### config.mk
export PLATFORM = sky130hd
export DESIGN_NAME = alu_arb
export DESIGN_NICKNAME = d
export VERILOG_FILES = /design/src/rtl/alu_arb_pkg.sv /design/src/rtl/alu_arb_rr_pick.sv /design/src/rtl/alu_arb.sv
export SDC_FILE = /design/constraint.sdc
export NUM_CORES = 1
export LEC_CHECK = 0
export CAP_MARGIN = 30
export CORE_AREA = 3 3 204 206
export CTS_BUF_LIST = sky130_fd_sc_hd__clkbuf_2 sky130_fd_sc_hd__clkbuf_4 sky130_fd_sc_hd__clkbuf_8
export DETAILED_ROUTE_END_ITERATION = 8
export DIE_AREA = 0 0 207 209
export GPL_TIMING_DRIVEN = 0
export SYNTH_ARGS = -nofsm -noshare
export SYNTH_HDL_FRONTEND = slang
export SYNTH_HIERARCHICAL = 1
export SYNTH_SLANG_ARGS = --single-unit
### constraint.sdc
create_clock -name clk_i -period 2.35 [get_ports clk_i]
set_input_delay 0.47 -clock clk_i [delete_from_list [all_inputs] [get_ports clk_i]]
set_output_delay 0.47 -clock clk_i [all_outputs]
set_load 0.02 [all_outputs]
### src/rtl/alu_arb_pkg.sv
// rtl/alu_arb_pkg.sv - shared ALU opcode type and arbiter constants
//
// Purpose: types and constants shared by the ALU, its arbiter and the
// requesters that drive it.
// Contents:
//   alu_op_t              ALU opcode; value 0 (ALU_ADD) is the reset opcode
//   ALU_OP_W              width of one packed opcode field
//   ALU_ARB_LOCK_TIMEOUT  idle cycles after which an unused lock is dropped
//   ALU_ARB_TMO_W         width of the lock timeout counter
//   onehot_of()           index -> one-hot helper for grant/response vectors

package alu_arb_pkg;

    typedef enum logic [3:0] {
        ALU_ADD  = 4'd0,
        ALU_SUB  = 4'd1,
        ALU_AND  = 4'd2,
        ALU_OR   = 4'd3,
        ALU_XOR  = 4'd4,
        ALU_SLL  = 4'd5,
        ALU_SRL  = 4'd6,
        ALU_SRA  = 4'd7,
        ALU_SLT  = 4'd8,
        ALU_SLTU = 4'd9
    } alu_op_t;

    localparam int ALU_OP_W             = $bits(alu_op_t);
    localparam int ALU_ARB_LOCK_TIMEOUT = 16;
    localparam int ALU_ARB_TMO_W        = $clog2(ALU_ARB_LOCK_TIMEOUT);

    // Returns a 32-bit one-hot word; callers truncate to their own width.
    function automatic logic [31:0] onehot_of(input int unsigned idx);
        logic [31:0] v;
        v = '0;
        v[idx[4:0]] = 1'b1;
        return v;
    endfunction

endpackage

### src/rtl/alu_arb_rr_pick.sv
// rtl/alu_arb_rr_pick.sv - combinational round-robin picker
//
// Purpose: picks the first eligible requester scanning upward from ptr+1,
// wrapping around. A requester is eligible when both req and mask are set.
// Written generically so it can also serve other shared-port arbiters.
// Ports:
//   req   in   N      request vector
//   ptr   in   ID_W   index of the last winner
//   mask  in   N      eligibility mask (all ones for plain round-robin)
//   gnt   out  N      one-hot grant, zero when nothing is eligible
//   idx   out  ID_W   index of the granted requester (0 when gnt is zero)

module alu_arb_rr_pick #(
    parameter int N    = 2,
    parameter int ID_W = $clog2(N)
) (
    input  logic [N-1:0]    req,
    input  logic [ID_W-1:0] ptr,
    input  logic [N-1:0]    mask,
    output logic [N-1:0]    gnt,
    output logic [ID_W-1:0] idx
);

    logic            found;
    logic [ID_W-1:0] cand;

    // Offsets 1..N cover every requester once, ending with ptr itself, so the
    // previous winner has lowest priority.
    always_comb begin
        gnt   = '0;
        idx   = '0;
        found = 1'b0;
        cand  = '0;
        for (int k = 1; k <= N; k++) begin
            cand = ID_W'((int'(ptr) + k) % N);
            if (!found && req[cand] && mask[cand]) begin
                found     = 1'b1;
                gnt[cand] = 1'b1;
                idx       = cand;
            end
        end
    end

endmodule

### src/rtl/alu_arb.sv
// rtl/alu_arb.sv - round-robin ALU sharing arbiter with lock and 2-stage pipe
//
// Purpose: shares one combinational ALU among N_REQ requesters. A granted
// request is registered into the operand stage (driving the ALU), and the
// ALU result is registered one cycle later and returned to its owner.
// A requester may lock the ALU for multi-step sequences; an unused lock is
// dropped after ALU_ARB_LOCK_TIMEOUT idle cycles.
// Ports:
//   clk_i         in   1                 clock
//   reset_i       in   1                 synchronous active-high reset
//   req_i         in   N_REQ             request valid per requester
//   lock_i        in   N_REQ             lock request, sampled with req_i
//   op_a_i        in   N_REQ*WORD_LEN    packed operand A per requester
//   op_b_i        in   N_REQ*WORD_LEN    packed operand B per requester
//   opc_i         in   N_REQ*ALU_OP_W    packed opcode per requester
//   gnt_o         out  N_REQ             one-hot combinational grant
//   rsp_valid_o   out  N_REQ             one-hot registered response valid
//   rsp_data_o    out  WORD_LEN          registered result (shared)
//   alu_op_a_o    out  WORD_LEN          ALU operand A
//   alu_op_b_o    out  WORD_LEN          ALU operand B
//   alu_opc_o     out  alu_op_t          ALU opcode
//   alu_op_res_i  in   WORD_LEN          ALU combinational result
//   busy_o        out  1                 any pipeline stage valid

module alu_arb
    import alu_arb_pkg::*;
#(
    parameter int WORD_LEN = 64,
    parameter int N_REQ    = 2
) (
    input  logic                        clk_i,
    input  logic                        reset_i,
    input  logic [N_REQ-1:0]            req_i,
    input  logic [N_REQ-1:0]            lock_i,
    input  logic [N_REQ*WORD_LEN-1:0]   op_a_i,
    input  logic [N_REQ*WORD_LEN-1:0]   op_b_i,
    input  logic [N_REQ*ALU_OP_W-1:0]   opc_i,
    output logic [N_REQ-1:0]            gnt_o,
    output logic [N_REQ-1:0]            rsp_valid_o,
    output logic [WORD_LEN-1:0]         rsp_data_o,
    output logic [WORD_LEN-1:0]         alu_op_a_o,
    output logic [WORD_LEN-1:0]         alu_op_b_o,
    output alu_op_t                     alu_opc_o,
    input  logic [WORD_LEN-1:0]         alu_op_res_i,
    output logic                        busy_o
);

    localparam int ID_W = $clog2(N_REQ);
    localparam logic [ALU_ARB_TMO_W-1:0] TMO_LAST = ALU_ARB_TMO_W'(ALU_ARB_LOCK_TIMEOUT - 1);

    // Arbitration state
    logic [ID_W-1:0]          rr_ptr;
    logic                     lock_vld;
    logic [ID_W-1:0]          lock_id;
    logic [ALU_ARB_TMO_W-1:0] lock_tmo;

    // Operand stage bookkeeping
    logic                     s1_vld;
    logic [ID_W-1:0]          s1_id;

    // Picker interface
    logic [N_REQ-1:0]         pick_mask;
    logic [N_REQ-1:0]         pick_gnt;
    logic [ID_W-1:0]          win_idx;
    logic                     accept;

    // Per-requester views of the packed operand buses
    logic [WORD_LEN-1:0]      op_a_arr [N_REQ];
    logic [WORD_LEN-1:0]      op_b_arr [N_REQ];
    alu_op_t                  opc_arr  [N_REQ];

    for (genvar g = 0; g < N_REQ; g++) begin : g_unpack
        assign op_a_arr[g] = op_a_i[g*WORD_LEN +: WORD_LEN];
        assign op_b_arr[g] = op_b_i[g*WORD_LEN +: WORD_LEN];
        assign opc_arr[g]  = alu_op_t'(opc_i[g*ALU_OP_W +: ALU_OP_W]);
    end

    // A held lock narrows eligibility to the owner; the picker still runs
    // from rr_ptr so the owner is found wherever it sits.
    always_comb begin
        pick_mask = '1;
        if (lock_vld) begin
            pick_mask = N_REQ'(onehot_of(int'(lock_id)));
        end
    end

    alu_arb_rr_pick #(
        .N    (N_REQ),
        .ID_W (ID_W)
    ) u_pick (
        .req  (req_i),
        .ptr  (rr_ptr),
        .mask (pick_mask),
        .gnt  (pick_gnt),
        .idx  (win_idx)
    );

    assign gnt_o  = reset_i ? '0 : pick_gnt;
    assign accept = |gnt_o;

    // Round-robin pointer, lock ownership and lock timeout.
    // While locked, an accept can only be the owner's, so any accept either
    // renews the lock or releases it and always clears the idle counter.
    always_ff @(posedge clk_i) begin
        if (reset_i) begin
            rr_ptr   <= ID_W'(N_REQ - 1);
            lock_vld <= 1'b0;
            lock_id  <= '0;
            lock_tmo <= '0;
        end else begin
            if (accept) begin
                rr_ptr   <= win_idx;
                lock_tmo <= '0;
                if (lock_i[win_idx]) begin
                    lock_vld <= 1'b1;
                    lock_id  <= win_idx;
                end else begin
                    lock_vld <= 1'b0;
                end
            end else if (lock_vld && !req_i[lock_id]) begin
                if (lock_tmo == TMO_LAST) begin
                    lock_vld <= 1'b0;
                    lock_tmo <= '0;
                end else begin
                    lock_tmo <= lock_tmo + 1'b1;
                end
            end else begin
                lock_tmo <= '0;
            end
        end
    end

    // Stage 1: capture the winner's operands. The ALU inputs hold their last
    // value on idle cycles so the ALU sees no needless toggling.
    always_ff @(posedge clk_i) begin
        if (reset_i) begin
            s1_vld     <= 1'b0;
            s1_id      <= '0;
            alu_op_a_o <= '0;
            alu_op_b_o <= '0;
            alu_opc_o  <= alu_op_t'(0);
        end else if (accept) begin
            s1_vld     <= 1'b1;
            s1_id      <= win_idx;
            alu_op_a_o <= op_a_arr[win_idx];
            alu_op_b_o <= op_b_arr[win_idx];
            alu_opc_o  <= opc_arr[win_idx];
        end else begin
            s1_vld     <= 1'b0;
        end
    end

    // Stage 2: register the ALU result and route the valid to its owner.
    always_ff @(posedge clk_i) begin
        if (reset_i) begin
            rsp_valid_o <= '0;
            rsp_data_o  <= '0;
        end else if (s1_vld) begin
            rsp_valid_o <= N_REQ'(onehot_of(int'(s1_id)));
            rsp_data_o  <= alu_op_res_i;
        end else begin
            rsp_valid_o <= '0;
        end
    end

    assign busy_o = s1_vld | (|rsp_valid_o);

endmodule

==> out/qor.txt <==
run status -> completed
Reg-to-Reg End -> alu_op_a_o[32]$_SDFFE_PP0P_
CTS tree -> built
Post-CTS Setup Inserts -> 0
PD cells -> 695 nW/um^2
Reg2Reg Setup Slack -> 240 ps
RSZ-0062 raised after global routing -> false
R2R depth -> 6
total CTS buffers -> 39
Worst EP required -> 1880 ps
fill count -> 3958
Mapped Cells -> 846
register bit total from synthesis -> 207
clk_lat worst skew -> 560 ps
# nets final -> 1756
hpwl dp -> 29100 um
Die Footprint -> 43300 sq um
Placed Area -> 15200 sq um
Sink Count -> 207
clock buffer depth -> 3
vias in the first global route -> 9195
P_leak -> 6.07 nW
post-synthesis sequential area ratio -> 45.0%
DR DRC count -> 0
Non-Filler Instances -> 1971
Core ar. -> 39800 sq um
DR WL/cell -> 18.5 um
total wire length after detailed routing -> 36500 um
Cell Area, Synth -> 9210 sq um
number of I/O pins -> 535
GR met3 Demand/Resource -> 5.48%
Pre-antenna DRT Iters -> 4
post-synth top area share -> 45.0%
worst r2r src -> lock_vld$_SDFFE_PP0P_
Max Slew Vio Count -> 0
row cnt -> 73
Reg clk slew, reported paths -> 60 ps
M1 GR Usage -> 18.4%
grt ovf -> 0
setup violators final -> 0
final instance area -> 16100 sq um
WS Path Type -> reg2out
initial core utilization -> 23.1%
Final period util -> 94.7%
Die Y -> 209 um
setup slack at placement -> -478 ps
Worst setup startpoint -> lock_id$_SDFFE_PP0P_
Via-to-Cell Ratio -> 4.31
worst setup margin -> 124 ps
number of hold violations in the final report -> 0
Distinct cells, synth -> 30
Startpoint Class -> flip-flop
H-tree depth -> 2
Post-Route Skew -> 28.5 ps
crit-path max FO -> 5
worst endpoint data arrival time -> 1760 ps
CP endpoint kind -> output port
Synth area leaders -> dfxtp_1, mux2i_1, a211oi_2
busiest grt layer -> met2
largest net degree at the start of global routing -> 11
post-route ant nets -> 0
CP Capture Point -> gnt_o[0]
via count -> 8501
Port Buffers -> 533
syn_area_per_cell -> 10.9 sq um
Worst Tran Pin Value -> 869 ps
worst hold path type -> in2reg
MaxCap Viol Count -> 0
YS warnings -> 6
Max VDD drop -> 420 uV
Initial DRC Count -> 231
Global Route Usage Sum -> 16.4%
Area growth syn-to-layout -> 74.3%
first-pass GRT wire length -> 55800 um
Final Wtd Congestion -> 0.824
min Tclk post-route -> 2230 ps
Fmax -> 0.449 GHz
number of antenna violations at the first check in global routing -> 0
met2 Use GR -> 29.7%
post-synth top area cell -> dfxtp_1
Rel. slew slack -> 42.0%
layout cells sized above 1 -> 18.0%
Inst Count DP -> 1905
Die W -> 207 um
Min-Delay Startpoint -> reset_i
antenna cells -> 0
Root Buffer Master -> clkbuf_8
Synth Net Count -> 1181
==> worst min path at each step <==
stage                                 to  slack [ps]  depth (start not counted)
3_3_place_gp      lock_tmo[0]$_SDFF_PP0_         430                          1
3_5_place_dp      lock_tmo[0]$_SDFF_PP0_         450                          1
4_1_cts                s1_vld$_SDFF_PP0_         160                          2
6_report               s1_vld$_SDFF_PP0_         220                          2
5_1_grt                s1_vld$_SDFF_PP0_         190                          2
2_1_floorplan  rsp_valid_o[0]$_SDFF_PP0_         410                          1
==> routing by layer <==
| layer | part of all wire, % | routed length (um) | up-vias |
|---|---|---|---|
| met5 | 0 | 0 | - |
| met4 | 1.7 | 627 | 0 |
| met3 | 7.5 | 2760 | 42 |
| met2 | 51 | 18500 | 329 |
| met1 | 40 | 14600 | 3976 |
| li1 | - | - | 4154 |
==> Yosys cell counts <==
library cell	number
nand2_1	5
xor2_1	2
buf_4	12
or2_1	1
nand3_1	3
a21oi_1	3
mux2i_1	197
nor4b_1	1
nand4_1	1
a211oi_1	2
inv_1	1
a21o_1	1
and3_1	1
a31oi_1	2
or3_1	1
ha_1	1
buf_1	5
and3b_1	1
dfxtp_1	207
a2111oi_2	1
buf_2	26
clkbuf_1	17
o211a_1	1
buf_6	16
a211oi_2	130
nor3b_1	1
nor2_1	202
a22o_1	1
nand2b_1	1
nor2b_1	3
==> where the power goes <==
part	internal (W)	switching, W	leakage, nW
Clock	0.00214	0.00155	0.432
Combinational	0.00171	0.00167	3.93
Sequential	0.00387	0.000206	1.72
==> kinds of logic (layout without fill, tap and decap cells) <==
family / Yosys count / count (layout) / share of synthesized area, %
DFF: 207 / 207 / 45.0
and+or+nand+nor: 221 / 221 / 9.41
buffers and inverters: 77 / 677 / 5.28
adders and majority gates: 1 / 1 / 0.136
muxes: 197 / 197 / 21.4
xor gates and xnor gates: 2 / 2 / 0.190
AOI/OAI and AO/OA: 141 / 141 / 18.6
==> state kept, by name, summed over array words and instances (netlist names), 2 cells and up <==
name         cells
lock_tmo         4
rsp_valid_o      2
alu_op_b_o      64
alu_opc_o        4
rsp_data_o      64
alu_op_a_o      64
==> metrics by stage <==
step	utilization [%]	hold slack, ps	total power, W	setup TNS [ps]
after floorplan	-	413	0.00586	0
after global placement	38.2	427	0.00754	-22320
after detailed placement	38.2	454	0.00758	-24370
after CTS	40.3	156	0.0114	0
after global routing	40.3	191	0.0117	0
final	40.3	216	0.0112	0
==> timing repair <==
action                     4_1_cts  5_1_grt
resized for setup               16        9
setup endpoints to repair       10       12
hold buffers                     0        0
pin swaps                        0        1
==> cells in the final DEF (no fill, tap or decap), types with 2 or more instances in the layout <==
master	count
a211oi_1	2
a211oi_2	130
a21oi_1	3
buf_1	5
buf_2	27
buf_4	13
buf_6	18
bufinv_16	2
clkbuf_1	16
clkbuf_4	9
clkbuf_8	46
clkdlybuf4s50_1	530
clkinv_2	7
dfxtp_1	206
mux2i_1	197
nand2_1	4
nand3_1	3
nor2_1	202
nor2b_1	2
xor2_1	2
==> worst max-delay path: stages (launching register included) <==
cell	delay, ps
dfxtp_4	370
nand2b_4	120
nand2_2	80
o211a_1	270
nor2b_2	160
buf_4	190
==> layout make-up <==
cell class	instances	area (sq um)	share of cell area [%]
multi-input combinational	562	4610	28.7
sequential	207	4150	25.8
timing repair buffer	534	5330	33.2
buffer	76	490	3.06
clock inverter	11	111	0.694
inverter	1	3.75	0.0234
clock buffer	55	701	4.37
tap	525	657	4.09
(Power assumes the default switching activity.)
